<file path="src/rtl/pipe_stage_skid.sv">
// pipe_stage_skid: valid/ready pipeline register with sync flush and optional 2-entry skid buffer
module pipe_stage_skid #(
    parameter int DATA_W = 40,
    parameter int CTRL_W = 4,
    parameter bit SKID = 1'b1
) (
    input  logic              clk,
    input  logic              rst,
    input  logic              flush,
    input  logic              in_valid,
    output logic              in_ready,
    input  logic [CTRL_W-1:0] in_ctrl,
    input  logic [DATA_W-1:0] in_data,
    output logic              out_valid,
    input  logic              out_ready,
    output logic [CTRL_W-1:0] out_ctrl,
    output logic [DATA_W-1:0] out_data,
    output logic [1:0]        occupancy
);
    typedef enum logic [1:0] {EMPTY = 2'd0, ONE = 2'd1, FULL = 2'd2} stateE;
    stateE state, nextState;
    logic readyReg, accept, deliver, loadIn, loadSkid, moveSkid;
    logic [CTRL_W-1:0] mCtrl, sCtrl;
    logic [DATA_W-1:0] mData, sData;
    assign out_valid = state != EMPTY;
    assign in_ready = SKID ? readyReg : (~out_valid | out_ready);
    assign accept = in_valid & in_ready;
    assign deliver = out_valid & out_ready;
    assign out_ctrl = out_valid ? mCtrl : '0;
    assign out_data = mData;
    assign occupancy = state;
    always_comb begin
        nextState = state;
        loadIn = 1'b0;
        loadSkid = 1'b0;
        moveSkid = 1'b0;
        if (flush) nextState = EMPTY;
        else if (state == EMPTY) begin
            loadIn = accept;
            nextState = accept ? ONE : EMPTY;
        end else if (state == ONE) begin
            loadIn = accept & deliver;
            loadSkid = SKID & accept & ~deliver;
            nextState = loadSkid ? FULL : (deliver & ~accept) ? EMPTY : ONE;
        end else begin
            moveSkid = deliver;
            nextState = deliver ? ONE : FULL;
        end
    end
    // in_ready is registered from the next state so upstream never sees a combinational path
    always_ff @(posedge clk or posedge rst) begin
        if (rst) begin
            state <= EMPTY;
            readyReg <= 1'b1;
        end else begin
            state <= nextState;
            readyReg <= nextState != FULL;
        end
    end
    always_ff @(posedge clk or posedge rst) begin
        if (rst) begin
            mCtrl <= '0;
            mData <= '0;
            sCtrl <= '0;
            sData <= '0;
        end else begin
            if (loadIn) begin
                mCtrl <= in_ctrl;
                mData <= in_data;
            end else if (moveSkid) begin
                mCtrl <= sCtrl;
                mData <= sData;
            end
            if (loadSkid) begin
                sCtrl <= in_ctrl;
                sData <= in_data;
            end
        end
    end
endmodule

</file>
<file path="config.mk">
export PLATFORM = sky130hd
export DESIGN_NAME = pipe_stage_skid
export DESIGN_NICKNAME = d
export VERILOG_FILES = /design/src/rtl/pipe_stage_skid.sv
export SDC_FILE = /design/constraint.sdc
export NUM_CORES = 1
export LEC_CHECK = 0
export CORE_UTILIZATION = 30
export DETAILED_ROUTE_END_ITERATION = 8
export PLACE_DENSITY = 0.5
export SLEW_MARGIN = 30
export SYNTH_ARGS = -nofsm -noshare
export SYNTH_HDL_FRONTEND = slang
export SYNTH_SLANG_ARGS = --single-unit
</file>
<file path="constraint.sdc">
create_clock -name clk -period 6.43 [get_ports clk]
set_input_delay 1.929 -clock clk [delete_from_list [all_inputs] [get_ports clk]]
set_output_delay 1.929 -clock clk [all_outputs]
set_load 0.005 [all_outputs]
</file>
==> flow_summary.ini, run 1 <==
[detailed_routing]
wl_um = 8660
wire_per_inst_um = 16.0
ant_nets = 0
via_per_inst = 4.49
dr.pass1.iters = 4
remaining_drc_errors = 0
drt-initial-drc-count = 55
routed-via-count = 2435

[synthesis]
ys_types = 24
ys_ff_latch = 91
synth-warning-count = 0
synth_nets = 312
synth_top_area_share = 0.530
netlist_top_cells_area = dfrtp_1 53%, mux2_2 24%, mux2_4 14%
syn_area_um2 = 4250
syn_avg_cell_area_um2 = 16.2
yosys.area.top_type = dfrtp_1
seq_area_frac_synth = 0.537
synth_cells = 262

[timing]
tightest_slew_ns = 0.822
hold_viol_final = 0
clock_skew_ns = 0.00671
setup_viol = 0
fmax_ghz = 0.240
rsz0062_at_grt = false
slew_headroom = 0.452
fin_crit_ns = 4.16
setup_tns_ns = 0
period_share = 0.647
slew_violations = 0

[worst_setup_path]
critPathLaunch = out_ready
max_stage_delay_ns = 0.67
crit_fanout = 26
cpMaxStageDelayCell = a211o_2
crit_required_ns = 6.66
startpoint_type = input pin
r2r-end = out_data[16]$_DFFE_PP0P_
rrSetupSlack_ns = 3.44
endpoint_kind = flip-flop
critical_path_arrival_ns = 4.39
cp_cell_sequence = clkdlybuf4s50_1 > inv_1 > nor2_1 > ha_1 > nand2_1 > a211o_2 > buf_4 > mux2_4
r2r_cells = 7
r2r-start = occupancy[1]$_DFF_PP0_
criticalPathCategory = input pin to flip-flop

[floorplan]
die_y_um = 121
start_util = 0.307
design.portCount = 97
dieArea_um2 = 14600
placementRows = 43
die_w_um = 121
core_area_um2 = 13800

[pwr]
leakage_nw = 2.48
ir_drop_v = 0.000103
power_mw = 1.78
p_per_area_nw_per_um2 = 320

[clock_network]
clock-sinks = 91
cts_root_buf = clkbuf_16
cts_buffer_depth = 2
cts_setup_buffers = 0
clock_latency_ns = 0.34
cts.repair.resized = 0
path_clk_slew_ns = 0.06
cts_max_level = 3
cts_tree = built
hold_buffers = 0
cts_made_buffers = 9

[global_route]
grt_use_total = 0.128
grt_start_max_net_pins = 55
overflow = 0
grt_first_pass_wirelength_um = 13800
first_global_vias = 2512
antenna_found_initial = 0

[worst_hold_path]
holdPathEnd = sData[5]$_DFFE_PP0P_
worstHoldStart = sData[5]$_DFFE_PP0P_
worstHoldPathType = flip-flop to flip-flop
whs_path_depth = 1

[run_status]
status = finished, final reports clean

[layout]
layout.nets = 407
drive_above_1_share = 0.423
syn2layout_area_growth_pct = 30.9
n_fill_cell = 1279
final_cell_mix = 96 x clkdlybuf4s50_1, 92 x mux2_2, 90 x dfrtp_1
diodes = 0
final_common_cell = clkdlybuf4s50_1

[placed_design]
dp_hpwl_um = 5580
port-buffer-count = 96
gp_congestion = 0.688

[run]
cap_violations = 0
## stage by stage
stage,cells,utilization,worst slack (ns),hold slack (ns),area [um2]
floorplan,262,-,2.14,0.475,4250
global placement,526,0.382,1.86,0.483,5290
detailed placement,526,0.382,1.85,0.490,5290
CTS,542,0.402,2.22,0.504,5560
global route,542,0.402,2.07,0.511,5560
finish,542,0.402,2.27,0.499,5560
## synth_stat cells, drive strengths merged
library cell / instances
dfrtp: 90
nand3b: 2
ha: 1
a211o: 1
and2: 1
a31oi: 1
nand2: 1
a221oi: 1
mux2: 132
nor2: 2
inv: 4
nand3: 1
dfstp: 1
clkbuf: 2
buf: 13
nor2b: 4
or3: 1
a21oi: 2
nor3: 2
## flip-flops by register name, indices dropped and copies added (netlist names)
register,count
mCtrl,4
sCtrl,4
out_data,40
sData,40
in_ready,1
occupancy,2
## layer usage
metal	GRT usage	routed length [um]
met2	0.188	3860
met5	0	0
met3	0.0371	519
met4	0.0718	197
met1	0.169	4080
## logic make-up (layout without fill, tap and decap cells)
logic type | Yosys count | count (layout) | synth area share
multiplexers | 132 | 132 | 0.385
flip-flops | 91 | 91 | 0.537
buffers and inverters | 19 | 119 | 0.0445
AND/OR/NAND/NOR | 14 | 14 | 0.0227
AO/OA/AOI/OAI | 5 | 5 | 0.00796
adder cells (fa/ha/maj) | 1 | 1 | 0.00295
## worst max-delay path by stage
stage | endpoint | cells after the start
2_1_floorplan | mCtrl[0]$_DFFE_PP0P_ | 1
3_3_place_gp | out_data[17]$_DFFE_PP0P_ | 8
3_5_place_dp | out_data[8]$_DFFE_PP0P_ | 8
4_1_cts | out_data[16]$_DFFE_PP0P_ | 8
5_1_grt | out_data[4]$_DFFE_PP0P_ | 8
6_report | out_data[16]$_DFFE_PP0P_ | 8
## power breakdown
part           total [mW]  switching (mW)  internal, mW
Sequential          0.808          0.0775         0.731
Combinational       0.478           0.129         0.349
Clock               0.494           0.212         0.282
## layout make-up
type / count / area, um2 / share of cell area
Clock buffer: 14 / 264 / 0.0475
Clock inverter: 2 / 10.0 / 0.00180
Inverter: 4 / 17.5 / 0.00315
Multi-Input combinational cell: 152 / 1780 / 0.320
Sequential cell: 91 / 2280 / 0.410
Tap cell: 180 / 225 / 0.0405
Timing Repair Buffer: 99 / 983 / 0.177
## critical path: cells and delay by family
kind,cells,cell delay (ns)
AO/OA/AOI/OAI,1,0.67
adder cells (fa/ha/maj),1,0.20
buffers and inverters,3,1.11
multiplexers,1,0.34
AND/OR/NAND/NOR,2,0.11
(Power assumes the default switching activity.)
==> inputs of run 2 (changes only) <==
PLACE_DENSITY = 0.52   (was 0.5)
clock period = 3.7 ns   (was 6.43 ns; I/O delays follow)
==> run 2 against run 1 <==
Worst hold slack got worse by 0.00078 ns. Power is 76% higher. Final cell count increased by 0.92%. Clock power is 83% higher. Via count is 1.5% higher. Sequential share of layout area decreased by 0.56 points. Sequential cell count unchanged.
==> flow_summary.ini, run 2 (same netlist as run 1, synthesis figures left out) <==
[layout]
final_cell_count_no_fill = 547
final_common_cell = clkdlybuf4s50_1
layout.nets = 412
final_cell_mix = 96 x clkdlybuf4s50_1, 92 x mux2_2, 90 x dfrtp_1
multiInputGateArea_um2 = 1780
seqCellArea_um2 = 2280
fin_util = 0.408
diodes = 0
syn2layout_area_growth_pct = 32.7
n_fill_cell = 1284
final_area_um2 = 5640
drive_above_1_share = 0.428

[timing]
slew_headroom = 0.608
fin_crit_ns = 3.05
slew_violations = 0
hold_viol_final = 0
setup_tns_ns = 0
rsz0062_at_grt = false
fmax_ghz = 0.328
setup_viol = 0
clock_skew_ns = 0.00412
tightest_slew_ns = 0.589
period_share = 0.824

[placed_design]
port-buffer-count = 96
placed_area_um2 = 5350
dp_hpwl_um = 5550
dp.cells = 531
gp_congestion = 0.710

[detailed_routing]
wire_per_inst_um = 15.6
remaining_drc_errors = 0
ant_nets = 0
via_per_inst = 4.52
routed-via-count = 2472
met2RoutedLength_um = 3770
wl_um = 8510
wl_met3_um = 514
routed.top_layer = met4
dr.pass1.iters = 4
drt-initial-drc-count = 142
met1_length_um = 4120

[pwr]
p_int_mw = 2.42
clkPwrFrac = 0.287
ir_drop_v = 0.000414
swShare = 0.229
p_comb_frac = 0.265
pwr-share-seq = 0.447
switchingPower_mw = 0.720
leakage_nw = 2.52
p_per_area_nw_per_um2 = 557

[worst_setup_path]
crit_required_ns = 2.59
crit_cells = 3
cp_cell_sequence = nor2_1 > nor2b_1 > clkdlybuf4s50_1
cpMaxStageDelayCell = dfrtp_1
r2r_cells = 7
critical_path_buf_inv_count = 1
cp_top_family = simple AND/OR/NAND/NOR gates
startpoint_type = flip-flop
critical_path_arrival_ns = 1.94
endpoint_kind = output port
criticalPathCategory = flip-flop to output port
crit_fanout = 9
max_stage_delay_ns = 0.49

[global_route]
grt_first_pass_wirelength_um = 13700
overflow = 0
antenna_found_initial = 0
grt_start_max_net_pins = 47
first_global_vias = 2577
grt_use_total = 0.126

[floorplan]
design.portCount = 97
core_area_um2 = 13800
start_util = 0.307
die_w_um = 121
dieArea_um2 = 14600
placementRows = 43
die_y_um = 121

[clock_network]
clock-sinks = 91
cts_tree = built
cts_made_buffers = 9
cts.repair.resized = 0
clock_latency_ns = 0.34
cts_setup_buffers = 0
cts_buffer_depth = 2
hold_buffers = 0
cts_root_buf = clkbuf_16
path_clk_slew_ns = 0.06
cts_max_level = 3

[run]
cap_violations = 0

[worst_hold_path]
worstHoldPathType = flip-flop to flip-flop
whs_path_depth = 1

[run_status]
status = finished, final reports clean
run 2: cell count changes in the layout (fill, tap and decap cells not counted):
cell / change
buf_4: +3
buf_12: +2
bufinv_16: +1
clkbuf_1: +1
clkbuf_8: -1
clkinv_2: -1
run 2: worst paths after layout:
check | slack [ns] | end | from
worst min register to register | 0.50 | sData[3]$_DFFE_PP0P_ | sData[3]$_DFFE_PP0P_
worst max register to register | 1.36 | mCtrl[0]$_DFFE_PP0P_ | occupancy[1]$_DFF_PP0_
worst min-delay path | 0.50 | sData[3]$_DFFE_PP0P_ | sData[3]$_DFFE_PP0P_
min in group asynchronous | 1.20 | occupancy[1]$_DFF_PP0_ | rst
worst max-delay path | 0.65 | out_ctrl[3] | occupancy[1]$_DFF_PP0_
max in group asynchronous | 1.82 | out_data[23]$_DFFE_PP0P_ | rst
run 2: power groups by stage:
stage | logic (mW) | registers, mW | clock network [mW]
finish | 0.834 | 1.41 | 0.903
global route | 0.901 | 1.44 | 0.990
CTS | 0.848 | 1.41 | 0.951
detailed placement | 0.843 | 1.42 | 0
global placement | 0.825 | 1.41 | 0
floorplan | 0.491 | 1.40 | 0
run 2: final cells by class:
| class | instances | area share |
|---|---|---|
| Clock buffer | 14 | 0.0451 |
| Sequential cell | 91 | 0.404 |
| Inverter | 4 | 0.00311 |
| Timing Repair Buffer | 104 | 0.186 |
| Clock inverter | 2 | 0.00622 |
| Multi-Input combinational cell | 152 | 0.316 |
| Tap cell | 180 | 0.0400 |
run 2: metal layers:
metal | track usage | vias to the layer above
met5 | 0 | -
met4 | 0.0417 | 0
met3 | 0.0508 | 9
met2 | 0.184 | 65
met1 | 0.168 | 1258
li1 | - | 1140
run 2: stage by stage:
stage	setup WS [ns]	power (mW)	hold slack, ns
3_5_place_dp	0.517	2.27	0.490
4_1_cts	0.668	3.21	0.503
3_3_place_gp	0.531	2.24	0.483
2_1_floorplan	0.228	1.89	0.475
6_report	0.652	3.14	0.499
5_1_grt	0.569	3.33	0.507
==> inputs of run 3 (changes only) <==
PLACE_DENSITY = 0.5   (was 0.52)
clock period = 3 ns   (was 3.7 ns; I/O delays follow)
==> run 3 against run 2 <==
Final cell count unchanged. Largest power group unchanged. Register-to-register slack worse by 0.38 ns. Clock skew up 0.0058 ns. Clock power up 27%. Combinational power up 25%. Critical path depth up 1. Routed wire length down 0.31%.
==> flow_summary.ini, run 3 (same netlist as run 1, synthesis figures left out) <==
[run_status]
status = finished, final reports clean

[layout]
diodes = 0
final_area_um2 = 5720
final_cell_count_no_fill = 547
final_cell_mix = 96 x clkdlybuf4s50_1, 92 x mux2_2, 90 x dfrtp_1
n_fill_cell = 1272
syn2layout_area_growth_pct = 34.7
drive_above_1_share = 0.439
layout.nets = 413
final_common_cell = clkdlybuf4s50_1

[timing]
slew_violations = 0
tightest_slew_ns = 0.562
slew_headroom = 0.624
fin_crit_ns = 2.83
rsz0062_at_grt = false
clock_skew_ns = 0.00994
fmax_ghz = 0.354
hold_viol_final = 0
worst_slack_ns = 0.173
setup_viol = 0
setup_tns_ns = 0
period_share = 0.942

[detailed_routing]
wire_per_inst_um = 15.5
wl_um = 8490
via_per_inst = 4.47
dr.pass1.iters = 4
ant_nets = 0
remaining_drc_errors = 0
routed-via-count = 2446
drt-initial-drc-count = 66

[pwr]
leakage_nw = 2.55
switchingPower_mw = 0.907
p_comb_frac = 0.266
swShare = 0.231
p_int_mw = 3.01
p_per_area_nw_per_um2 = 685
pwr-share-seq = 0.441
ir_drop_v = 0.000241
clkPwrFrac = 0.293
power_mw = 3.92

[clock_network]
cts_setup_buffers = 0
cts_buffer_depth = 2
path_clk_slew_ns = 0.06
clock_latency_ns = 0.34
cts.repair.resized = 0
clock-sinks = 91
cts_made_buffers = 9
cts_max_level = 3
hold_buffers = 0
cts_root_buf = clkbuf_16
cts_tree = built

[floorplan]
core_area_um2 = 13800
design.portCount = 97
placementRows = 43
die_w_um = 121
die_y_um = 121
dieArea_um2 = 14600
start_util = 0.307

[worst_setup_path]
crit_required_ns = 2.10
r2r-start = occupancy[1]$_DFF_PP0_
startpoint_type = flip-flop
crit_fanout = 9
cp_cell_sequence = nor2_1 > buf_4 > nor2b_1 > clkdlybuf4s50_1
cpMaxStageDelayCell = clkdlybuf4s50_1
endpoint_kind = output port
rrSetupSlack_ns = 0.98
criticalPathCategory = flip-flop to output port
critical_path_arrival_ns = 1.93
r2r-end = out_data[4]$_DFFE_PP0P_
r2r_cells = 7
max_stage_delay_ns = 0.54

[placed_design]
dp_slack_ns = 0.157
dp_hpwl_um = 5530
gp_congestion = 0.796
port-buffer-count = 96
dp.cells = 532
placed_area_um2 = 5420

[worst_hold_path]
worstHoldPathType = flip-flop to flip-flop
whs_path_depth = 1
holdPathEnd = sData[29]$_DFFE_PP0P_
worstHoldStart = sData[29]$_DFFE_PP0P_

[global_route]
first_global_vias = 2565
antenna_found_initial = 0
overflow = 0
grt_use_total = 0.125
grt_start_max_net_pins = 45
grt_first_pass_wirelength_um = 13600

[run]
cap_violations = 0
## run 3: changes by cell type in the layout (fill, tap and decap cells not counted), sizes merged
| cell | delta |
|---|---|
| clkbuf | -3 |
| inv | -1 |
| buf | +1 |
| clkinvlp | +3 |
## run 3: layout make-up
cell class	instances	area, um2	area share
clock buffer	11	253	0.0442
clock inverter	4	50.0	0.00875
inverter	4	18.8	0.00328
multi-input combinational	152	1780	0.311
sequential	91	2280	0.398
tap	180	225	0.0394
timing repair buffer	105	1120	0.195
## run 3: worst max-delay path by stage
stage / endpoint / startpoint / slack [ns]
floorplan: mCtrl[3]$_DFFE_PP0P_ / in_valid / 0.63
global route: out_ctrl[3] / occupancy[1]$_DFF_PP0_ / 0.08
detailed placement: out_data[3]$_DFFE_PP0P_ / in_valid / 0.16
CTS: out_ctrl[3] / occupancy[1]$_DFF_PP0_ / 0.16
global placement: out_data[35]$_DFFE_PP0P_ / in_valid / 0.17
finish: out_ctrl[3] / occupancy[1]$_DFF_PP0_ / 0.17
## run 3: metal layers
layer	track usage	up-vias	wire length, um	part of all wire
met3	0.0324	12	449	0.053
met1	0.171	1236	4160	0.49
met5	0	-	0	0
li1	-	1138	-	-
met4	0.0648	0	183	0.022
met2	0.181	60	3690	0.43
## run 3: metrics by stage
stage           util  hold slack, ns
2_1_floorplan      -           0.475
3_3_place_gp   0.392           0.483
3_5_place_dp   0.392           0.492
4_1_cts        0.414           0.505
5_1_grt        0.414           0.515
6_report       0.414           0.499
## run 3: power by group through the flow
| stage | Sequential (mW) | Clock (mW) | Combinational [mW] |
|---|---|---|---|
| 4_1_cts | 1.73 | 1.19 | 1.06 |
| 5_1_grt | 1.78 | 1.24 | 1.13 |
| 2_1_floorplan | 1.72 | 0 | 0.606 |
| 3_5_place_dp | 1.75 | 0 | 1.06 |
| 6_report | 1.73 | 1.15 | 1.04 |
| 3_3_place_gp | 1.74 | 0 | 1.03 |
## run 3: critical path, delay by kind of cell, from the launching register on
kind,cells,cell delay (ns)
buffers and inverters,2,0.72
flip-flops,1,0.52
AND/OR/NAND/NOR,2,0.35
